--- config.mk ---
export PLATFORM = sky130hd
export DESIGN_NAME = spike_packetizer
export DESIGN_NICKNAME = d
export VERILOG_FILES = /design/src/rtl/spike_packetizer_pkg.sv /design/src/rtl/spike_scan_counter.sv /design/src/rtl/spike_packetizer.sv
export SDC_FILE = /design/constraint.sdc
export NUM_CORES = 1
export LEC_CHECK = 0
export CORE_MARGIN = 3
export CORE_UTILIZATION = 50
export CTS_BUF_LIST = sky130_fd_sc_hd__clkbuf_4 sky130_fd_sc_hd__clkbuf_8
export CTS_CLUSTER_SIZE = 12
export DETAILED_ROUTE_END_ITERATION = 16
export PLACE_DENSITY = 0.8
export SYNTH_ARGS = -nofsm -noshare
export SYNTH_HDL_FRONTEND = slang
export SYNTH_SLANG_ARGS = --single-unit
--- constraint.sdc ---
create_clock -name clk -period 4.6 [get_ports clk]
set_clock_uncertainty 0.2 [all_clocks]
set_input_delay 0.92 -clock clk [delete_from_list [all_inputs] [get_ports clk]]
set_output_delay 0.92 -clock clk [all_outputs]
set_load 0.01 [all_outputs]
--- src/rtl/spike_packetizer_pkg.sv ---
// Shared types and packet layout for the spike packetizer and the downstream router.
// Packet format: {dest, neuron index}, dest in the MSBs.
package spike_packetizer_pkg;

    typedef enum logic [1:0] {
        IDLE = 2'd0,
        SCAN = 2'd1,
        SEND = 2'd2,
        DONE = 2'd3
    } state_t;

    localparam int NUM_NEURONS_DEF = 256;
    localparam int IDX_W_DEF       = 8;

    // Router-side field layout at the default index width
    localparam int DEST_W       = 8;
    localparam int PKT_IDX_LSB  = 0;
    localparam int PKT_DEST_LSB = IDX_W_DEF;
    localparam int PKT_W        = DEST_W + IDX_W_DEF;

endpackage

--- src/rtl/spike_scan_counter.sv ---
// Neuron index register for the frame scan; saturates at NUM_NEURONS-1 and flags it.
module spike_scan_counter #(
    parameter int NUM_NEURONS = 256,
    parameter int IDX_W       = 8
) (
    input  logic             clk,
    input  logic             reset_n,
    input  logic             clear,
    input  logic             inc,
    output logic [IDX_W-1:0] idx,
    output logic             last
);

    assign last = (idx == IDX_W'(NUM_NEURONS - 1));

    always_ff @(posedge clk) begin
        if (!reset_n) begin
            idx <= '0;
        end else if (clear) begin
            idx <= '0;
        end else if (inc && !last) begin
            idx <= idx + 1'b1;
        end
    end

endmodule

--- src/rtl/spike_packetizer.sv ---
// Turns a latched frame of neuron spike bits into {dest, index} packets, one per set bit,
// in ascending index order. Define SPIKE_COUNT_EN to add the per-frame spike_count_o output.
module spike_packetizer
    import spike_packetizer_pkg::*;
#(
    parameter int NUM_NEURONS = NUM_NEURONS_DEF,
    parameter int IDX_W       = IDX_W_DEF
) (
    input  logic                    clk,
    input  logic                    reset_n,
    input  logic [NUM_NEURONS-1:0]  spikes_i,
    input  logic [DEST_W-1:0]       dest_i,
    input  logic                    frame_valid_i,
    output logic                    frame_ready_o,
    output logic [DEST_W+IDX_W-1:0] packet_o,
    output logic                    packet_valid_o,
    input  logic                    packet_ready_i,
    output logic                    frame_done_o
`ifdef SPIKE_COUNT_EN
    ,
    output logic [IDX_W:0]          spike_count_o
`endif
);

    state_t                   state, next_state;
    logic [NUM_NEURONS-1:0]   spikes_q;
    logic [DEST_W-1:0]        dest_q;
    logic [IDX_W-1:0]         idx;
    logic                     last;
    logic                     accept, cur_bit, handshake, inc;

    assign accept    = (state == IDLE) && frame_valid_i;
    assign cur_bit   = spikes_q[idx];
    assign handshake = (state == SEND) && packet_ready_i;
    assign inc       = ((state == SCAN) && !cur_bit) || handshake;

    spike_scan_counter #(
        .NUM_NEURONS (NUM_NEURONS),
        .IDX_W       (IDX_W)
    ) u_scan_counter (
        .clk     (clk),
        .reset_n (reset_n),
        .clear   (accept),
        .inc     (inc),
        .idx     (idx),
        .last    (last)
    );

    always_ff @(posedge clk) begin
        if (!reset_n) state <= IDLE;
        else          state <= next_state;
    end

    always_comb begin
        next_state = state;
        case (state)
            IDLE: if (frame_valid_i) next_state = SCAN;
            SCAN: begin
                if (cur_bit)   next_state = SEND;
                else if (last) next_state = DONE;
            end
            SEND: if (packet_ready_i) next_state = last ? DONE : SCAN;
            DONE: next_state = IDLE;
            default: next_state = IDLE;
        endcase
    end

    always_comb begin
        frame_ready_o  = (state == IDLE);
        packet_valid_o = (state == SEND);
        frame_done_o   = (state == DONE);
    end

    // packet_o only loads in SCAN, so it holds steady for the whole SEND stall
    always_ff @(posedge clk) begin
        if (!reset_n) begin
            spikes_q <= '0;
            dest_q   <= '0;
            packet_o <= '0;
        end else begin
            if (accept) begin
                spikes_q <= spikes_i;
                dest_q   <= dest_i;
            end
            if ((state == SCAN) && cur_bit) packet_o <= {dest_q, idx};
        end
    end

`ifdef SPIKE_COUNT_EN
    always_ff @(posedge clk) begin
        if (!reset_n)       spike_count_o <= '0;
        else if (accept)    spike_count_o <= '0;
        else if (handshake) spike_count_o <= spike_count_o + 1'b1;
    end
`endif

endmodule

Yosys cells after proc, flatten, opt, wreduce, memory -nomap -nowiden
Index checks and enable logic that the tools add are counted.
Word-level totals
  register bits: 290
  latch bits: 0
  memory bits (writable): 0
  memory bits (read-only): 0
  input bits: 268
  memories kept: 0
Operators by class
  add/sub/neg operators: 1
  multiply operators: 0
  divide/modulo/power cells: 0
  magnitude comparators: 1
  eq/ne operators: 7
  shift-type cells: 0
  muxes and demuxes: 8
  bitwise gates (word level): 1
  reductions and logical operators: 11
Operators with widths (count)
  2-bit 2-to-1 mux: 5
  8-bit by 9-bit less-than comparator with 1-bit output, second input constant: 1
  8-bit by 1-bit adder with 8-bit output, second input constant: 1
  1-bit binary-select mux with 8-bit select: 1
  8-bit equality test, second input constant: 1
  2-bit case mux with 4 select lines: 1
  1-bit logical AND: 5
  2-bit equality test, second input constant: 2
  3-bit inequality test, second input constant: 1
  3-bit AND reduction: 1
  2-bit by 1-bit equality test with 1-bit output, second input constant: 1
  1-bit zero test: 2
  2-bit zero test: 1
  2-bit by 1-bit inequality test with 1-bit output, second input constant: 1
  2-bit inequality test, second input constant: 1
  2-bit OR reduction: 1
  1-bit logical OR: 1
  1-bit 2-to-1 mux: 1
  1-bit inverter: 1

Depth between registers and ports, before layout
Gate-level depths: netlist of run 1.
  depth in word-level cells: 6
  mapped depth: 14
  mapped depth without buffers: 9

Modules after synthesis
A second synthesis of run 1 with hierarchy kept.
Unflattened totals
  cells, all modules: 1523
  area, all modules: 12443.2 um^2
Modules (own cells, without submodules)
  spike_packetizer: times used 1, cells an instance 1473, area each 12020.3 um^2
  spike_scan_counter: times used 1, cells an instance 50, area each 422.9 um^2

Worst setup path after synthesis of run 1
Ideal clock, no wire load.
  kind: register to register
  from: register u_scan_counter.idx[1]
  to: register u_scan_counter.idx[7]
  library setup time: 0.118 ns
  arrival: 2.876 ns
  path slack: 1.406 ns
  stages on the path, launching flop included: 13
  period minus slack after synthesis: 3.194 ns
  cells stage by stage: dfxtp_1 buf_2 buf_2 clkbuf_1 mux4_2 nand2_1 nand3_1 a2111oi_0 o31ai_1 o22ai_4 a21oi_2 or4_4 mux2i_1
Between the ends
  word-level cells in the longest chain between the ends: 6
  elaborated cells on any way between the ends: 9
  those cells by class: 1 x add/sub; 1 x eq/ne; 2 x mux; 5 x reduce/logical
RTL lines
  from (decl): RTL line spike_scan_counter.sv:10  | output logic [IDX_W-1:0] idx,
  from (signal assigned): RTL line spike_scan_counter.sv:22  | idx <= idx + 1'b1;
  1-bit binary-select mux with 8-bit select: RTL line spike_packetizer.sv:33  | assign cur_bit = spikes_q[idx];
  1-bit 2-to-1 mux (implied by the code): RTL line spike_packetizer.sv:33
  1-bit zero test: RTL line spike_packetizer.sv:35  | assign inc = ((state == SCAN) && !cur_bit) || handshake;
  1-bit logical AND: RTL line spike_packetizer.sv:35
  1-bit logical OR: RTL line spike_packetizer.sv:35
  1-bit logical AND: RTL line spike_scan_counter.sv:21  | end else if (inc && !last) begin
Parallel ways exist; a longest one is shown, timed or not. The select of a mux whose other input is x is not followed.
A chain may end at the register's enable or synchronous reset.

Final worst setup path of run 1
Ends and elaborated chain as after synthesis.

==> key figures, run 1 <==
Outcome
  • Run status: complete, no violations

Place
  • Final weighted congestion in routability-driven placement: 0.865
  • Placed Instances: 2001
  • Pre-CTS setup slack: 489 ps
  • Count of input and output buffers: 286
  • Dpl hpwl: 24100 µm

Power
  • Cell-internal power: 4.41 mW
  • Power share of the combinational group: 13.7%
  • Power density over the cells: 360 nW/µm²
  • Switching component of the power: 1.47 mW
  • Clock network fraction of total power: 39.3%
  • Sequential share of power: 47.0%
  • Peak VDD IR: 0.000171 V
  • Overall Power: 5.88 mW
  • Switching share of total power: 25.1%
  • LEAKAGE: 5.99 nW

Finish
  • Register area: 5810 µm²
  • Non-filler instance count after layout: 2087
  • Number of nets in the layout: 1999
  • Fillcell total: 1868
  • Area of the multi-input gates: 5990 µm²
  • Layout overhead on the synthesized area: 32.3%
  • Fraction of final layout cells with drive strength greater than 1: 9.23%

Yosys
  • Async set-or-reset flop fraction in the synthesized netlist: 0%
  • Net count of the mapped netlist: 1768
  • Yosys warning count: 0
  • Leading area contributor after synthesis: sky130_fd_sc_hd__dfxtp_1
  • Cell types with the largest area share after synthesis: sky130_fd_sc_hd__dfxtp_1, sky130_fd_sc_hd__nand2_1, sky130_fd_sc_hd__a21oi_1, sky130_fd_sc_hd__mux4_2, sky130_fd_sc_hd__mux2i_1
  • Portion of synthesized cell area occupied by the leading cell type: 47.0%
  • Top cell types by occurrence after synthesis: sky130_fd_sc_hd__nand2_1, sky130_fd_sc_hd__dfxtp_1, sky130_fd_sc_hd__a21oi_1, sky130_fd_sc_hd__clkbuf_1, sky130_fd_sc_hd__mux2i_1
  • Cell with the most instances after synthesis: sky130_fd_sc_hd__nand2_1
  • Unique masters post-synth: 54
  • Post-synth EDFFs: 0
  • Fraction of the yosys area taken by sequential cells: 47.0%
  • Mean instance size in the synthesized netlist: 8.23 µm²
  • Synth Cell Area: 12300 µm²
  • Post-synth top flop: sky130_fd_sc_hd__dfxtp_1
  • Flip-flop and latch count after synthesis: 290
  • Mapped Cells: 1499

Die
  • Std-Cell Rows: 56
  • Chip Height: 163 µm
  • Initial core utilization: 51.6%
  • Overall die width: 163 µm
  • Core area: 23900 µm²
  • Io pins: 287
  • Die footprint: 26600 µm²

Clocking
  • Number of gates resized after CTS: 0
  • CTS tree: done
  • Root Driver: sky130_fd_sc_hd__clkbuf_8
  • CTS Hold Bufs: 0
  • Buffer depth of the longest clock path: 3
  • Clock insertion delay at the later pin of the skew report: 550 ps
  • Clock-pin slew on the worst setup and hold paths: 60 ps
  • Inserted Clock Buffers: 46
  • H-tree depth: 2
  • CTS Sinks: 290
  • Total setup buffers inserted after CTS: 0

STA
  • Final clock period utilization by the worst path: 91.6%
  • Worst slew pin tran: 1050 ps
  • Worst-case setup margin in the final layout: 386 ps
  • Summed negative setup slack over all endpoints: 0 ps
  • Setup-violating endpoint count in the final report: 0
  • Slew Limit Headroom: 30.2%
  • Highest achievable clock rate: 237 MHz
  • Number of slew-limit violations in the final report: 0
  • RSZ-0062 raised after global routing: false
  • Number of hold-slack violations in the final timing report: 0
  • Post-layout min period: 4210 ps

Drt
  • Routed wire length per instance: 17.2 µm
  • Drt drc: 0
  • Detailed Route WL: 35900 µm
  • Number of vias after detailed routing: 11400
  • Starting DRT DRC Count: 1057
  • Count of nets left with antenna violations after detail routing: 0
  • Routed vias/inst: 5.45
  • Iteration count of the initial detailed-routing pass: 5

Setup path
  • Classification of the worst setup path: reg2reg
  • Length in cells of the worst reg-to-reg path: 9
  • Launch point of the worst reg-to-reg path: u_scan_counter.idx[1]$_SDFFE_PP0P_
  • Crit path arrival time: 4450 ps
  • Critical Path End: u_scan_counter.idx[7]$_SDFFE_PP0P_
  • Max FO, Critical Path: 23
  • Setup slack of the worst register-to-register path: 390 ps
  • Data required, critical path: 4840 ps
  • Kind of start point of the critical path: flip-flop
  • Launching instance or port of the critical path: u_scan_counter.idx[1]$_SDFFE_PP0P_
  • Endpoint of the most critical register-to-register path: u_scan_counter.idx[7]$_SDFFE_PP0P_
  • Kind of end point of the critical path: flip-flop

Global routing
  • Number of antenna violations at the first check in global routing: 2
  • Maximum number of pins on one net before global-route repair: 150
  • Wire length of the first global-routing pass: 55000 µm
  • Vias in the first global route: 10900
  • GRT Total Usage: 25.6%
  • Overflow left after global routing: 0

Flow run
  • Number of maximum-capacitance constraint violations: 0

Worst hold path
  • Hold Crit Class: reg2reg
## flip-flops by register name, indices dropped and copies added (netlist names)
signal / flops
u_scan_counter.idx: 8
state: 2
dest_q: 8
spikes_q: 256
packet_o: 16
## how the worst min path moves through the flow
stage                                from                    endpoint  slack [ps]  cells past startpoint
2_1_floorplan  spikes_q[173]$_SDFFE_PN0P_  spikes_q[173]$_SDFFE_PN0P_         230                      2
3_3_place_gp    spikes_q[48]$_SDFFE_PN0P_   spikes_q[48]$_SDFFE_PN0P_         240                      2
3_5_place_dp   spikes_q[116]$_SDFFE_PN0P_  spikes_q[116]$_SDFFE_PN0P_         250                      2
4_1_cts        spikes_q[116]$_SDFFE_PN0P_  spikes_q[116]$_SDFFE_PN0P_         250                      2
5_1_grt         spikes_q[77]$_SDFFE_PN0P_   spikes_q[77]$_SDFFE_PN0P_         260                      2
6_report        spikes_q[77]$_SDFFE_PN0P_   spikes_q[77]$_SDFFE_PN0P_         250                      2
## power groups by stage
stage,Combinational [mW],Clock [mW],Sequential [mW]
after floorplan,0.475,0,2.77
after global placement,0.787,0,2.81
after detailed placement,0.800,0,2.81
after CTS,0.805,2.34,2.76
after global routing,0.882,2.46,2.78
final,0.805,2.31,2.76
## stage by stage
| step | cell area (µm²) | hold WS [ps] | utilization [%] |
|---|---|---|---|
| floorplan | 12300 | 232 | - |
| global route | 16300 | 265 | 68.3 |
| detailed placement | 15300 | 246 | 64.1 |
| CTS | 16300 | 254 | 68.3 |
| global placement | 15300 | 239 | 64.1 |
| finish | 16300 | 253 | 68.3 |
## per-layer routing
layer	GRT usage [%]	vias to the layer above	part of all wire (%)
met5	0	-	0.036
met4	8.96	2	2.9
met3	4.92	81	7.7
met2	42.1	447	47
met1	34.1	5310	42
li1	-	5542	-
## worst max-delay path: stages, from the launching register on
cell and delay, ps:
sky130_fd_sc_hd__dfxtp_2 710, sky130_fd_sc_hd__and2_1 920, sky130_fd_sc_hd__a221oi_1 260, sky130_fd_sc_hd__a221oi_1 480, sky130_fd_sc_hd__a22oi_1 160, sky130_fd_sc_hd__o221a_4 310, sky130_fd_sc_hd__o22ai_4 250, sky130_fd_sc_hd__a21oi_2 130
sky130_fd_sc_hd__or4_4 540, sky130_fd_sc_hd__mux2i_1 130
## area by class of cell
| class | count | area share (%) |
|---|---|---|
| sequential | 290 | 35.6 |
| antenna | 2 | 0.0307 |
| clock buffer | 79 | 5.93 |
| tap | 319 | 2.45 |
| inverter | 8 | 0.230 |
| clock inverter | 5 | 0.176 |
| timing repair buffer | 301 | 18.8 |
| multi-input combinational | 1083 | 36.7 |
## layout by cell type, fill, tap and decap left out, types with 7 or more instances in the layout
cell                              netlist  routed
sky130_fd_sc_hd__dfxtp_1              290     287
sky130_fd_sc_hd__clkbuf_4               0      19
sky130_fd_sc_hd__clkdlybuf4s50_1        0     286
sky130_fd_sc_hd__mux2_2                12      12
sky130_fd_sc_hd__buf_4                  4       7
sky130_fd_sc_hd__a22oi_1               13      13
sky130_fd_sc_hd__a21oi_1              283     283
sky130_fd_sc_hd__buf_12                 0       8
sky130_fd_sc_hd__nand3_1                9       9
sky130_fd_sc_hd__mux2i_1               60      60
sky130_fd_sc_hd__mux4_2                34      34
sky130_fd_sc_hd__clkbuf_8               0      60
sky130_fd_sc_hd__nand2_1              562     561
sky130_fd_sc_hd__nor3_1                 9       9
sky130_fd_sc_hd__nor2_1                21      21
sky130_fd_sc_hd__a31oi_1                7       7
## kinds of logic (layout without fill, tap and decap cells)
logic type	after synthesis	in the layout	synth area share, %
simple gates	626	626	19.8
buf+inv	126	393	4.50
fa+ha+maj	1	1	0.101
compound gates	342	342	15.4
other cells	0	2	0
mux	114	114	13.2
flops	290	290	47.0
Note: power is estimated with default switching activity, not from simulation.
==> run 2: changes to the inputs <==
GPL_ROUTABILITY_DRIVEN = 0   (was unset)
==> results of run 2 <==
Final layout, timing and power as in run 1 (identical DEF).
==> run 3: changes to the inputs <==
TNS_END_PERCENT = 50   (was unset)
==> results of run 3 <==
Final layout, timing and power as in run 1 (identical DEF).
